## src/rtl/plot_queue_pkg.sv

```systemverilog
// plot_queue_pkg
// Shared definitions for the plot queue: screen geometry, pixel field widths,
// the stored pixel entry layout and the sequencer state encoding.
package plot_queue_pkg;

    localparam int SCREEN_W = 160;
    localparam int SCREEN_H = 120;
    localparam int X_W      = 8;
    localparam int Y_W      = 7;
    localparam int COL_W    = 3;
    localparam int PIX_W    = X_W + Y_W + COL_W;

    // One queued pixel write; 18 bits packed as {x, y, colour}.
    typedef struct packed {
        logic [X_W-1:0]   x;
        logic [Y_W-1:0]   y;
        logic [COL_W-1:0] colour;
    } pixel_t;

    typedef enum logic [1:0] {
        IDLE  = 2'd0,
        DRAIN = 2'd1,
        CLEAR = 2'd2
    } state_t;

endpackage

```

## src/rtl/plot_queue_fifo_mem.sv

```systemverilog
// plot_fifo_mem
// Pixel storage for the plot queue: DEPTH x 18 bits, one write port and one
// read port with a registered read. The read register is only updated when
// rd_en is high, so it doubles as the held adapter-side pixel value.
// Ports:
//   clk, reset      clock and synchronous active-high reset (read register only)
//   wr_en/wr_addr/wr_data   write port
//   rd_en/rd_addr   read request; data appears on rd_data after the edge
//   rd_data         registered read data
module plot_fifo_mem
    import plot_queue_pkg::*;
#(
    parameter int DEPTH = 16,
    parameter int AW    = $clog2(DEPTH)
) (
    input  logic          clk,
    input  logic          reset,
    input  logic          wr_en,
    input  logic [AW-1:0] wr_addr,
    input  pixel_t        wr_data,
    input  logic          rd_en,
    input  logic [AW-1:0] rd_addr,
    output pixel_t        rd_data
);

    pixel_t mem [DEPTH];
    pixel_t rd_data_reg;

    always_ff @(posedge clk) begin
        if (wr_en) begin
            mem[wr_addr] <= wr_data;
        end
    end

    always_ff @(posedge clk) begin
        if (reset) begin
            rd_data_reg <= '0;
        end else if (rd_en) begin
            rd_data_reg <= mem[rd_addr];
        end
    end

    assign rd_data = rd_data_reg;

endmodule

```

## src/rtl/plot_queue.sv

```systemverilog
// plot_queue
// Elastic buffer between the drawing FSMs and the VGA adapter write port,
// plus a full-screen clear sequencer (raster order, 160x120, CLEAR_COLOUR).
// Optional feature macro: PLOT_QUEUE_COLOUR_KEY_EN -- when defined, accepted
// pixels whose colour equals KEY_COLOUR are handshaken but dropped.
// Ports:
//   clk, reset                  clock, synchronous active-high reset
//   in_x/in_y/in_colour/in_plot upstream pixel write, accepted with in_ready
//   in_ready                    queue is idle and not full
//   clear_req / clear_done      clear request pulse / completion pulse
//   out_x/out_y/out_colour/out_plot  adapter write, one cycle per pixel
//   out_ready                   adapter can take a pixel this cycle
//   count                       FIFO occupancy
//   overflow                    sticky: pixel presented while full in IDLE
module plot_queue
    import plot_queue_pkg::*;
#(
    parameter int         DEPTH        = 16,
    parameter logic [2:0] CLEAR_COLOUR = 3'b000,
    parameter logic [2:0] KEY_COLOUR   = 3'b101
) (
    input  logic                     clk,
    input  logic                     reset,
    input  logic [7:0]               in_x,
    input  logic [6:0]               in_y,
    input  logic [2:0]               in_colour,
    input  logic                     in_plot,
    output logic                     in_ready,
    input  logic                     clear_req,
    output logic                     clear_done,
    output logic [7:0]               out_x,
    output logic [6:0]               out_y,
    output logic [2:0]               out_colour,
    output logic                     out_plot,
    input  logic                     out_ready,
    output logic [$clog2(DEPTH):0]   count,
    output logic                     overflow
);

    localparam int AW = $clog2(DEPTH);
    localparam int CW = AW + 1;

    state_t          state_reg, state_next;
    logic [AW-1:0]   head_reg, tail_reg;
    logic [CW-1:0]   count_reg;
    logic [X_W-1:0]  cx_reg, clr_x_reg;
    logic [Y_W-1:0]  cy_reg, clr_y_reg;
    logic            out_plot_reg;
    logic            sel_clear_reg;
    logic            done_pend_reg;
    logic            clear_done_reg;
    logic            overflow_reg;

    logic            full, empty;
    logic            push, store, pop;
    logic            clear_step, last_px;
    pixel_t          wr_pix, rd_pix;

    assign full     = (count_reg == CW'(DEPTH));
    assign empty    = (count_reg == '0);
    assign in_ready = (state_reg == IDLE) && !full;
    assign push     = in_plot && in_ready;

`ifdef PLOT_QUEUE_COLOUR_KEY_EN
    // Keyed pixels complete the handshake but never reach the storage.
    assign store = push && (in_colour != KEY_COLOUR);
`else
    logic unused_key;
    assign unused_key = ^KEY_COLOUR;
    assign store = push;
`endif

    // The FIFO keeps draining in DRAIN so queued pixels precede the clear.
    assign pop        = (state_reg != CLEAR) && out_ready && !empty;
    assign clear_step = (state_reg == CLEAR) && out_ready;
    assign last_px    = clear_step
                        && (cx_reg == X_W'(SCREEN_W - 1))
                        && (cy_reg == Y_W'(SCREEN_H - 1));

    assign wr_pix = '{x: in_x, y: in_y, colour: in_colour};

    plot_fifo_mem #(
        .DEPTH (DEPTH),
        .AW    (AW)
    ) u_mem (
        .clk     (clk),
        .reset   (reset),
        .wr_en   (store),
        .wr_addr (tail_reg),
        .wr_data (wr_pix),
        .rd_en   (pop),
        .rd_addr (head_reg),
        .rd_data (rd_pix)
    );

    // Next-state logic
    always_comb begin
        state_next = state_reg;
        case (state_reg)
            IDLE:    if (clear_req) state_next = DRAIN;
            DRAIN:   if (empty)     state_next = CLEAR;
            CLEAR:   if (last_px)   state_next = IDLE;
            default: state_next = IDLE;
        endcase
    end

    always_ff @(posedge clk) begin
        if (reset) begin
            state_reg <= IDLE;
        end else begin
            state_reg <= state_next;
        end
    end

    // FIFO pointers and occupancy
    always_ff @(posedge clk) begin
        if (reset) begin
            head_reg  <= '0;
            tail_reg  <= '0;
            count_reg <= '0;
        end else begin
            if (store) tail_reg <= tail_reg + AW'(1);
            if (pop)   head_reg <= head_reg + AW'(1);
            case ({store, pop})
                2'b10:   count_reg <= count_reg + CW'(1);
                2'b01:   count_reg <= count_reg - CW'(1);
                default: count_reg <= count_reg;
            endcase
        end
    end

    // Clear raster counters; held at the origin outside CLEAR so every
    // clear sequence starts at (0,0).
    always_ff @(posedge clk) begin
        if (reset || (state_reg != CLEAR)) begin
            cx_reg <= '0;
            cy_reg <= '0;
        end else if (clear_step) begin
            if (cx_reg == X_W'(SCREEN_W - 1)) begin
                cx_reg <= '0;
                cy_reg <= (cy_reg == Y_W'(SCREEN_H - 1)) ? '0 : cy_reg + Y_W'(1);
            end else begin
                cx_reg <= cx_reg + X_W'(1);
            end
        end
    end

    // Adapter-side registers. The FIFO pixel lives in the memory read
    // register; sel_clear_reg picks which source the out_* ports show, so
    // both sources hold their last value between writes.
    always_ff @(posedge clk) begin
        if (reset) begin
            out_plot_reg   <= 1'b0;
            sel_clear_reg  <= 1'b0;
            clr_x_reg      <= '0;
            clr_y_reg      <= '0;
            done_pend_reg  <= 1'b0;
            clear_done_reg <= 1'b0;
            overflow_reg   <= 1'b0;
        end else begin
            out_plot_reg   <= pop || clear_step;
            done_pend_reg  <= last_px;
            clear_done_reg <= done_pend_reg;
            if (clear_step) begin
                sel_clear_reg <= 1'b1;
                clr_x_reg     <= cx_reg;
                clr_y_reg     <= cy_reg;
            end else if (pop) begin
                sel_clear_reg <= 1'b0;
            end
            if (in_plot && !in_ready && (state_reg == IDLE)) begin
                overflow_reg <= 1'b1;
            end
        end
    end

    assign out_x      = sel_clear_reg ? clr_x_reg    : rd_pix.x;
    assign out_y      = sel_clear_reg ? clr_y_reg    : rd_pix.y;
    assign out_colour = sel_clear_reg ? CLEAR_COLOUR : rd_pix.colour;
    assign out_plot   = out_plot_reg;
    assign clear_done = clear_done_reg;
    assign count      = count_reg;
    assign overflow   = overflow_reg;

endmodule

```

## config.mk

```make
export PLATFORM = sky130hd
export DESIGN_NAME = plot_queue
export DESIGN_NICKNAME = d
export VERILOG_FILES = /design/src/rtl/plot_queue_pkg.sv /design/src/rtl/plot_queue_fifo_mem.sv /design/src/rtl/plot_queue.sv
export SDC_FILE = /design/constraint.sdc
export NUM_CORES = 1
export LEC_CHECK = 0
export CAP_MARGIN = 30
export CORE_ASPECT_RATIO = 0.75
export CORE_MARGIN = 1
export CORE_UTILIZATION = 46
export CTS_BUF_LIST = sky130_fd_sc_hd__clkbuf_16
export CTS_CLUSTER_DIAMETER = 40
export DETAILED_ROUTE_END_ITERATION = 7
export PLACE_DENSITY = 0.65
export SLEW_MARGIN = 20
export SYNTH_ARGS = -nofsm -noshare
export SYNTH_HDL_FRONTEND = slang
export SYNTH_HIERARCHICAL = 1
export SYNTH_SLANG_ARGS = --single-unit
```

## constraint.sdc

```tcl
create_clock -name clk -period 4.25 [get_ports clk]
set_clock_uncertainty 0.15 [all_clocks]
set_input_delay 1.275 -clock clk [delete_from_list [all_inputs] [get_ports clk]]
set_output_delay 1.275 -clock clk [all_outputs]
set_load 0.05 [all_outputs]
```

==> load_flow_metrics.sql <==
INSERT INTO impl_metrics (metric_group, metric, value, unit) VALUES
('placement', 'post_dp_cell_area', '0.0153', 'sq mm'),
('sta', 'tightestPinTransition', '0.952', 'ns'),
('sta', 'slew_viol_final', '0', ''),
('global_routing', 'number_of_global_route_vias_before_repair', '7758', ''),
('yosys', 'synth_ff_type', 'edfxtp_1', ''),
('global_routing', 'gr-usage-all-layers', '20.5', '%'),
('sta', 'finalCritPeriodShare', '88.6', '%'),
('routing', 'wl_per_cell', '21.4', 'um'),
('clock_network', 'cts-root-to-sink-buffers', '3', ''),
('routing', 'drt_drc_violations_left', '0', ''),
('finish', 'finalCoreUtilization', '55.2', '%'),
('job', 'maxCapViolations', '0', ''),
('clock_network', 'clock_latency_on_the_worst_skew_pair', '0.53', 'ns'),
('yosys', 'synth.top_cells.by_area', 'edfxtp_1 61%, mux2i_1 10%, dfxtp_1 9.6%', ''),
('pwr', 'combinationalPowerShare', '19.3', '%'),
('sta', 'final.setup.tns', '0', 'ns'),
('clock_network', 'clk_pin_slew_worst_paths', '0.06', 'ns'),
('global_routing', 'largest_net_degree_at_the_start_of_global_routing', '43', ''),
('setup_path', 'critPathArrivalTime', '2.34', 'ns'),
('setup_path', 'critical_path.startpoint_type', 'flop', ''),
('die', 'core_region_area', '0.0302', 'sq mm'),
('pwr', 'p_sw_share', '29.0', '%'),
('finish', 'layout-area-overhead-vs-synth', '17.8', '%'),
('sta', 'slew-limit-headroom', '36.4', '%'),
('yosys', 'post_synth.cell_area_avg', '14.8', 'sq um'),
('routing', 'drt_wl_total', '31500', 'um'),
('finish', 'regArea', '0.0100', 'sq mm'),
('clock_network', 'cts_buf_count', '41', ''),
('placement', 'hpwl', '19800', 'um'),
('worst_hold_path', 'holdCritPathClass', 'reg2reg', ''),
('pwr', 'cellInternalPower', '6680', 'uW'),
('placement', 'gp_congestion', '0.849', ''),
('routing', 'ant_nets', '0', ''),
('global_routing', 'antenna_found_initial', '0', ''),
('yosys', 'synth.top_cell.area_share', '61.0', '%'),
('yosys', 'synth.top_cells.by_count', '288 x edfxtp_1, 147 x mux2i_1, 76 x nand2_1', ''),
('yosys', 'netlist_area', '0.0142', 'sq mm'),
('finish', 'num-nets-final', '1076', ''),
('yosys', 'yosys_register_bits', '356', ''),
('clock_network', 'cts.hold.buffers_added', '0', ''),
('setup_path', 'critical_path_class', 'reg2out', ''),
('routing', 'drtIter0Drc', '680', ''),
('pwr', 'power.clock.fraction', '35.8', '%'),
('die', 'floorplan.io_pins', '50', ''),
('pwr', 'seqPwrFrac', '44.8', '%'),
('yosys', 'netlist-cell-type-count', '48', ''),
('yosys', 'yosys.cell_count.top_type', 'edfxtp_1', ''),
('die', 'initial_core_util', '46.9', '%'),
('clock_network', 'post_cts.resized_instances', '0', ''),
('yosys', 'synth_fp_nets', '987', ''),
('yosys', 'yosysWarningCount', '6', ''),
('outcome', 'status', 'completed', ''),
('global_routing', 'gr-total-overflow', '0', ''),
('clock_network', 'root_buffer', 'clkbuf_16', ''),
('yosys', 'postSynthCellCount', '955', ''),
('clock_network', 'cts_num_sinks', '356', ''),
('yosys', 'proportion_of_synthesized_chip_area_in_sequential_cells', '70.6', '%'),
('sta', 'max_clock_freq', '265', 'MHz'),
('placement', 'io_buffer_count', '49', ''),
('clock_network', 'post_cts_setup_repair_buffer_count', '0', ''),
('finish', 'filler_cell_count', '2413', ''),
('die', 'row_count', '55', ''),
('clock_network', 'tritoncts', 'built', ''),
('finish', 'flip_flop_count_of_the_largest_register_after_layout', '288', ''),
('sta', 'rsz0062_at_grt', 'no', ''),
('yosys', 'synthArstFlopShare', '0', '%'),
('sta', 'timing.final.hold_violations', '0', ''),
('sta', 'timing.final.crit_period', '3.77', 'ns'),
('finish', 'multi_input_comb_area', '0.00388', 'sq mm'),
('routing', 'avgViaCountPerCell', '5.53', ''),
('yosys', 'synth_enable_flop_cells', '288', '');
-- per-stage QoR --
step / total power, uW / worst slack [ns] / hold WS [ns] / std cells
2_1_floorplan: 5360 / 0.0679 / 0.264 / 955
3_3_place_gp: 6050 / 0.111 / 0.268 / 1398
3_5_place_dp: 6070 / 0.0971 / 0.288 / 1399
4_1_cts: 9450 / 0.440 / 0.302 / 1472
5_1_grt: 9780 / 0.353 / 0.308 / 1473
6_report: 9400 / 0.483 / 0.294 / 1473
-- area by class of cell --
class,instances,area share (%)
well taps,399,2.99
clock buffers,43,6.45
repair buffers,96,5.74
multi-input cells,542,23.2
clock inverters,30,1.42
flip-flops and latches,356,60.0
inverters,7,0.157
-- kinds of logic after synthesis --
kind of cell / Yosys count / synth area share [%]
AO/OA/AOI/OAI: 112 / 5.13
XOR/XNOR: 17 / 1.05
adder cells (fa/ha/maj): 9 / 0.848
buffers and inverters: 57 / 2.54
flip-flops: 356 / 70.6
multiplexers: 163 / 11.7
AND/OR/NAND/NOR: 241 / 8.14
-- layout by cell type (no fill, tap or decap), types with 4 or more instances in the layout --
cell type / synthesis / layout
dfxtp_1: 68 / 67
xor2_1: 6 / 6
clkinv_4: 0 / 4
ha_1: 8 / 8
mux2i_1: 147 / 147
or3_1: 4 / 4
edfxtp_1: 288 / 288
a21oi_1: 44 / 44
clkinv_1: 0 / 6
nor2b_1: 8 / 6
mux2_2: 16 / 16
nor3_1: 10 / 6
buf_12: 3 / 6
nor4_1: 6 / 6
nor2_1: 49 / 37
clkdlybuf4s50_1: 0 / 49
nand3_1: 63 / 63
nor2_2: 1 / 12
clkbuf_16: 0 / 43
nand3b_1: 4 / 4
nand2_1: 76 / 76
nand2b_1: 4 / 4
a22oi_1: 53 / 53
inv_6: 0 / 4
o21ai_0: 4 / 4
xnor2_1: 11 / 11
buf_4: 10 / 39
inv_1: 7 / 17
-- final timing paths --
| kind | to | slack, ns | cells after the start | startpoint |
|---|---|---|---|---|
| worst max-delay path | in_ready | 0.48 | 5 | count[0] |
| worst min-delay path | clear_done | 0.29 | 1 | done_pend_reg |
| worst max register to register | count[4] | 1.25 | 9 | count[0] |
| worst min register to register | clear_done | 0.29 | 1 | done_pend_reg |
-- power by group through the flow --
stage | clock network (uW) | registers, uW | logic, uW
detailed placement | 0 | 4290 | 1790
floorplan | 0 | 4260 | 1100
global placement | 0 | 4280 | 1780
finish | 3370 | 4210 | 1820
CTS | 3440 | 4210 | 1800
global route | 3590 | 4240 | 1960
-- per-layer routing --
metal | global-route usage (%) | vias to the layer above | part of all wire (%)
met3 | 3.75 | 40 | 6.4
met4 | 5.29 | 0 | 1.5
met1 | 31.9 | 4061 | 48
li1 | - | 3809 | -
met5 | 0 | - | 0
met2 | 29.5 | 243 | 44
-- worst max-delay path: stages, from the launching register on --
cell             delay [ns]
dfxtp_1                0.43
nor4_1                 0.09
buf_4                  0.16
and2_1                 0.16
nor3_1                 0.14
clkdlybuf4s50_1        0.83
Power figures use the tool's default switching activity.
